==> src/rtl/mem_responder.sv <==
`timescale 1ns/1ps
// -----------------------------------------------------------------------------
// mem_responder
//
// Behavioural SRAM-style memory target. An initiator requests an access by
// driving the active-low chip, read and write enables. The responder latches
// the address, byte-lane enables and write data on the sampling edge. It then
// waits WAIT_CYCLES cycles and completes the read or write. Read data is
// presented on a registered bus, followed one cycle later by a one-cycle
// valid pulse.
//
// Parameters
//   WAIT_CYCLES  wait states per access (legal 1..7; out-of-range is clamped)
//   DEPTH_BITS   log2 of the number of 16-bit words held
//
// Ports
//   Clk         in   system clock, rising edge
//   Reset       in   synchronous, active-high reset (storage is not cleared)
//   Mem_CE      in   chip enable, active-low; high during an access aborts it
//   Mem_OE      in   read enable, active-low
//   Mem_WE      in   write enable, active-low; wins over Mem_OE
//   Mem_UB      in   upper byte lane [15:8] enable, active-low
//   Mem_LB      in   lower byte lane [7:0] enable, active-low
//   ADDR        in   word address, wraps modulo 2**DEPTH_BITS
//   Data_in     in   write data
//   Data_out    out  registered read data, held between reads
//   Data_valid  out  one-cycle pulse marking fresh Data_out
//   Busy        out  high whenever the FSM is not idle
// -----------------------------------------------------------------------------
module mem_responder #(
  parameter int WAIT_CYCLES = 2,
  parameter int DEPTH_BITS  = 8
) (
  input  logic        Clk,
  input  logic        Reset,
  input  logic        Mem_CE,
  input  logic        Mem_OE,
  input  logic        Mem_WE,
  input  logic        Mem_UB,
  input  logic        Mem_LB,
  input  logic [19:0] ADDR,
  input  logic [15:0] Data_in,
  output logic [15:0] Data_out,
  output logic        Data_valid,
  output logic        Busy
);

  // Counter reload value. The wait count is kept inside a 3-bit counter, so
  // an illegal parameter is pulled back into 1..7 instead of wrapping.
  function automatic logic [2:0] wait_load(input int cycles);
    if (cycles < 1) begin
      return 3'd0;
    end else if (cycles > 7) begin
      return 3'd6;
    end else begin
      return 3'(cycles - 1);
    end
  endfunction

  localparam logic [2:0] CNT_LOAD = wait_load(WAIT_CYCLES);
  localparam int         WORDS    = 1 << DEPTH_BITS;

  typedef enum logic [1:0] {
    IDLE    = 2'd0,
    RD_WAIT = 2'd1,
    WR_WAIT = 2'd2,
    DONE    = 2'd3
  } state_t;

  state_t                  state;
  state_t                  next_state;
  logic [2:0]              cnt;
  logic [DEPTH_BITS-1:0]   addr_lat;
  logic                    ub_en;
  logic                    lb_en;
  logic                    is_write;
  logic [15:0]             wdata;
  logic [15:0]             mem [WORDS];
  logic [15:0]             rd_word;

  logic                    req;
  logic                    start;
  logic                    mem_write;
  logic                    rd_load;
  logic                    valid_set;

  // Address bits above the array size are deliberately discarded (wrap).
  logic                    unused_addr_hi;
  assign unused_addr_hi = ^(ADDR >> DEPTH_BITS);

  assign req     = ~Mem_CE & (~Mem_OE | ~Mem_WE);
  assign rd_word = mem[addr_lat];

  // State register with synchronous reset taking priority over any access.
  always_ff @(posedge Clk) begin
    if (Reset) begin
      state <= IDLE;
    end else begin
      state <= next_state;
    end
  end

  // Next-state decode: CE high in a wait state aborts back to idle.
  always_comb begin
    next_state = state;
    case (state)
      IDLE: begin
        if (req) begin
          next_state = Mem_WE ? RD_WAIT : WR_WAIT;
        end else begin
          next_state = IDLE;
        end
      end
      RD_WAIT, WR_WAIT: begin
        if (Mem_CE) begin
          next_state = IDLE;
        end else if (cnt == 3'd0) begin
          next_state = DONE;
        end else begin
          next_state = state;
        end
      end
      DONE: begin
        next_state = IDLE;
      end
      default: begin
        next_state = IDLE;
      end
    endcase
  end

  // Per-state action strobes; only the completing edge of a wait state acts.
  always_comb begin
    start     = 1'b0;
    mem_write = 1'b0;
    rd_load   = 1'b0;
    valid_set = 1'b0;
    case (state)
      IDLE: begin
        start = req;
      end
      RD_WAIT: begin
        rd_load = ~Mem_CE & (cnt == 3'd0);
      end
      WR_WAIT: begin
        mem_write = ~Mem_CE & (cnt == 3'd0) & ~Reset;
      end
      DONE: begin
        valid_set = ~is_write;
      end
      default: begin
        start = 1'b0;
      end
    endcase
  end

  // Request capture and wait-state counter; inputs are ignored until the
  // next sampling edge once an access is under way.
  always_ff @(posedge Clk) begin
    if (Reset) begin
      cnt      <= 3'd0;
      addr_lat <= '0;
      ub_en    <= 1'b0;
      lb_en    <= 1'b0;
      is_write <= 1'b0;
      wdata    <= 16'h0000;
    end else if (start) begin
      cnt      <= CNT_LOAD;
      addr_lat <= ADDR[DEPTH_BITS-1:0];
      ub_en    <= ~Mem_UB;
      lb_en    <= ~Mem_LB;
      is_write <= ~Mem_WE;
      if (!Mem_WE) begin
        wdata <= Data_in;
      end
    end else if (((state == RD_WAIT) || (state == WR_WAIT)) && (cnt != 3'd0)) begin
      cnt <= cnt - 3'd1;
    end
  end

  // Storage array with per-lane write enables; deliberately not reset.
  always_ff @(posedge Clk) begin
    if (mem_write) begin
      if (ub_en) begin
        mem[addr_lat][15:8] <= wdata[15:8];
      end
      if (lb_en) begin
        mem[addr_lat][7:0] <= wdata[7:0];
      end
    end
  end

  // Registered outputs: read data captured on completion, valid a cycle later.
  always_ff @(posedge Clk) begin
    if (Reset) begin
      Data_out   <= 16'h0000;
      Data_valid <= 1'b0;
      Busy       <= 1'b0;
    end else begin
      Data_valid <= valid_set;
      Busy       <= (next_state != IDLE);
      if (rd_load) begin
        Data_out <= {(ub_en ? rd_word[15:8] : 8'h00),
                     (lb_en ? rd_word[7:0]  : 8'h00)};
      end
    end
  end

endmodule

==> config.mk <==
export PLATFORM = sky130hd
export DESIGN_NAME = mem_responder
export DESIGN_NICKNAME = d
export VERILOG_FILES = /design/src/rtl/mem_responder.sv
export SDC_FILE = /design/constraint.sdc
export NUM_CORES = 2
export LEC_CHECK = 0
export ABC_AREA = 1
export BUFFER_PORTS_ARGS = -buffer_cell sky130_fd_sc_hd__buf_2
export CORE_ASPECT_RATIO = 0.7
export CORE_MARGIN = 8
export CORE_UTILIZATION = 55
export CTS_CLUSTER_SIZE = 14
export DETAILED_ROUTE_END_ITERATION = 8
export PLACE_DENSITY = 0.7
export SLEW_MARGIN = 20
export SYNTH_ARGS = -nofsm -noshare
export SYNTH_HDL_FRONTEND = slang
export SYNTH_SLANG_ARGS = --single-unit
==> constraint.sdc <==
create_clock -name Clk -period 4.69 [get_ports Clk]
set_clock_uncertainty 0.2 [all_clocks]
set_input_delay 0.938 -clock Clk [delete_from_list [all_inputs] [get_ports Clk]]
set_output_delay 0.938 -clock Clk [all_outputs]
set_load 0.01 [all_outputs]
==> run_results.csv <==
group,metric,value,unit
power_and_ir_drop,power_switching_share,0.2438,
floorplanning,die_x,678.5,µm
drt,ant_nets,0,
clock_network,cts_tree,"built",
logic_synthesis,ys_seq_area_frac,0.7348,
grt,grt_max_degree,166,
clock_network,cts_setup_buffers,0,
drt,drc,0,
placed_design,routabilityCongestion,0.8542,
placed_design,dp_slack,0.9787,ns
layout,layout_commonest_cell,"nand2_1",
clock_network,clk_path_buf_depth,4,
timing,period_needed,3.738,ns
min_path,min_path_cells,3,
worst_setup_path,cp-start-kind,"register",
placed_design,portBuffers,48,
status,status,"completed",
clock_network,numCtsBuffers,374,
grt,grt_antenna_before_repair,16,
timing,fmax,0.2675,GHz
logic_synthesis,synth.ff_latch_count,4154,
clock_network,clock-sinks,4154,
floorplanning,fp.dieArea,325500,µm²
logic_synthesis,syn_inst,14130,
power_and_ir_drop,seqPwrFrac,0.531,
drt,drt-total-wl,453.9,mm
power_and_ir_drop,clkPwrFrac,0.374,
power_and_ir_drop,finalPower,0.07755,W
timing,setup_violations,0,
drt,viasPerCell,6.068,
worst_setup_path,path_class,"register to register",
power_and_ir_drop,intPower,0.05865,W
layout,nets,14350,
timing,layout_setup_ws,0.9519,ns
worst_setup_path,worstReg2RegEnd,"Data_out[7]",
timing,period_share,0.7970,
timing,rsz0062_at_grt,"false",
floorplanning,die_h,479.7,µm
power_and_ir_drop,power_frac_comb,0.094,
drt,firstDrtPassIters,6,
clock_network,cts_resized,0,
floorplanning,fp-row-count,170,
floorplanning,start_util,0.5520,
drt,routedWlPerCell,24.38,µm
worst_setup_path,r2r_setup_slack,0.95,ns
power_and_ir_drop,p_per_area,413.0,nW/µm²
worst_setup_path,arrival,4.32,ns
logic_synthesis,synth_largest_area_cell,"edfxtp_1",
worst_setup_path,rr_worst_depth,11,
grt,grt_usage,0.2703,
power_and_ir_drop,switching_power,0.01890,W
min_path,hold_class,"primary input to register",
logic_synthesis,synthTopCellsByArea,"edfxtp_1, nand3_1, nand2_1, nor3_1, buf_2",
layout,mostFrequentLayoutCells,"nand2_1, edfxtp_1, nand3_1, buf_4, nor3_1",
power_and_ir_drop,p_leak,66.15,nW
logic_synthesis,synth.avg_cell_area,11.96,µm²
logic_synthesis,syn_area,169000,µm²
timing,max_slew.worst_pin.slew,1.070,ns
logic_synthesis,syn-num-nets,14180,
placed_design,dpl-instance-area,176500,µm²
timing,drv_slew,0,
clock_network,worstSkewPairLatency,0.93,ns
clock_network,cts-root-buf,"clkbuf_16",
grt,grt_pass1_vias,103900,
drt,vias,113000,
job,drv_cap,0,
timing,relSlewSlack,0.2864,
layout,drive_gt1_frac,0.09517,
worst_setup_path,path_max_fanout,61,
logic_synthesis,synth_cell_types,22,
worst_setup_path,endpoint_kind,"register",
placed_design,hpwl,256.9,mm
drt,drtIter0Drc,16840,
floorplanning,core-area,306100,µm²
grt,grt_pass1_wl,669.9,mm
layout,syn_to_final_growth,11.12,%
timing,tns,0,ns
layout,finalInstanceArea,187800,µm²
clock_network,clk_pin_slew,0.06,ns
timing,hold_viol,0,
logic_synthesis,yosysWarnings,0,
logic_synthesis,synth_top_area_frac,0.7280,
floorplanning,io-pin-count,61,
clock_network,htreeDepth,5,
min_path,holdPathEnd,"wdata[6]",
clock_network,cts_hold_buf,0,
min_path,holdCritStartpoint,"Data_in[6]",
worst_setup_path,crit_required,5.27,ns
grt,overflow,0,
power_and_ir_drop,irDropWorstVdd,0.3640,mV
-- cell usage after synthesis, drive strengths merged --
master,n
nand2,4159
edfxtp,4096
nand3,4082
buf,762
nor3,513
clkbuf,304
dfxtp,58
inv,51
a21oi,47
o21ai,27
nor2,18
ha,7
nand4,3
or2,3
a31oi,1
o2111ai,1
-- worst max-delay path by stage --
stage	startpoint	end	slack, ns	cells past startpoint
detailed placement	Mem_CE	mem[159][13]	0.98	7
CTS	register	Data_out[7]	1.01	11
global placement	Mem_CE	mem[159][13]	1.00	7
floorplan	wdata[0]	mem[0][0]	0.24	0
global route	register	Data_out[7]	0.80	11
finish	register	Data_out[7]	0.95	11
-- power by group through the flow --
stage / Combinational, W / Clock (W) / Sequential [W]
2_1_floorplan: 0.00420 / 0 / 0.0423
3_3_place_gp: 0.00700 / 0 / 0.0420
3_5_place_dp: 0.00711 / 0 / 0.0420
4_1_cts: 0.00713 / 0.0292 / 0.0412
5_1_grt: 0.00779 / 0.0305 / 0.0412
6_report: 0.00730 / 0.0290 / 0.0412
-- critical path, cell delays in order (launching register included) --
cell and delay [ns]:
dfxtp_4 0.50, inv_8 0.65, buf_4 0.59, nand3_1 0.15, nand3_1 0.11, nand3_1 0.11, nand3_1 0.23, nand3_1 0.11
nand3_1 0.12, nand3_1 0.30, nand3_1 0.33, a21oi_1 0.10
-- cells by family (layout without fill, tap and decap cells) --
kind of cell	after synthesis	count (layout)	share of synthesized area
buf+inv	1117	1548	0.03325
compound gates	76	76	0.002281
other cells	0	14	0
simple gates	8778	8778	0.2291
flops	4154	4154	0.7348
fa+ha+maj	7	7	0.0005183
-- flip-flops by register name (all words and copies together) (netlist names), 2 cells and up, named ones only --
| signal | flops |
|---|---|
| Data_out | 16 |
| addr_lat | 8 |
| cnt | 3 |
| mem | 4096 |
| state | 2 |
| wdata | 16 |
-- per-stage QoR --
step | util | cells | hold slack (ns)
after floorplan | - | 14130 | 0.1903
after global placement | 0.5767 | 17960 | 0.2164
after detailed placement | 0.5767 | 17960 | 0.2193
after CTS | 0.6133 | 18610 | 0.02905
after global routing | 0.6133 | 18610 | 0.09320
final | 0.6134 | 18620 | 0.09648
-- cell type report --
class,count,area (µm²)
Clock buffer,500,10190
Sequential cell,4154,124200
Antenna cell,14,35.03
Inverter,51,236.5
Multi-Input combinational cell,8861,39330
Tap cell,4042,5057
Timing Repair Buffer,854,7655
Fill cell,23200,118300
Clock inverter,143,1008
-- layer usage --
layer / GRT usage / vias to the layer above / routed length, µm / share of wire
met4: 0.08395 / 4 / 14050 / 0.031
met3: 0.06228 / 815 / 56090 / 0.12
met2: 0.3901 / 6705 / 196600 / 0.43
met1: 0.4091 / 54490 / 187100 / 0.41
met5: 0 / - / 29 / 0.000064
li1: - / 50970 / - / -
Power figures use the tool's default switching activity.
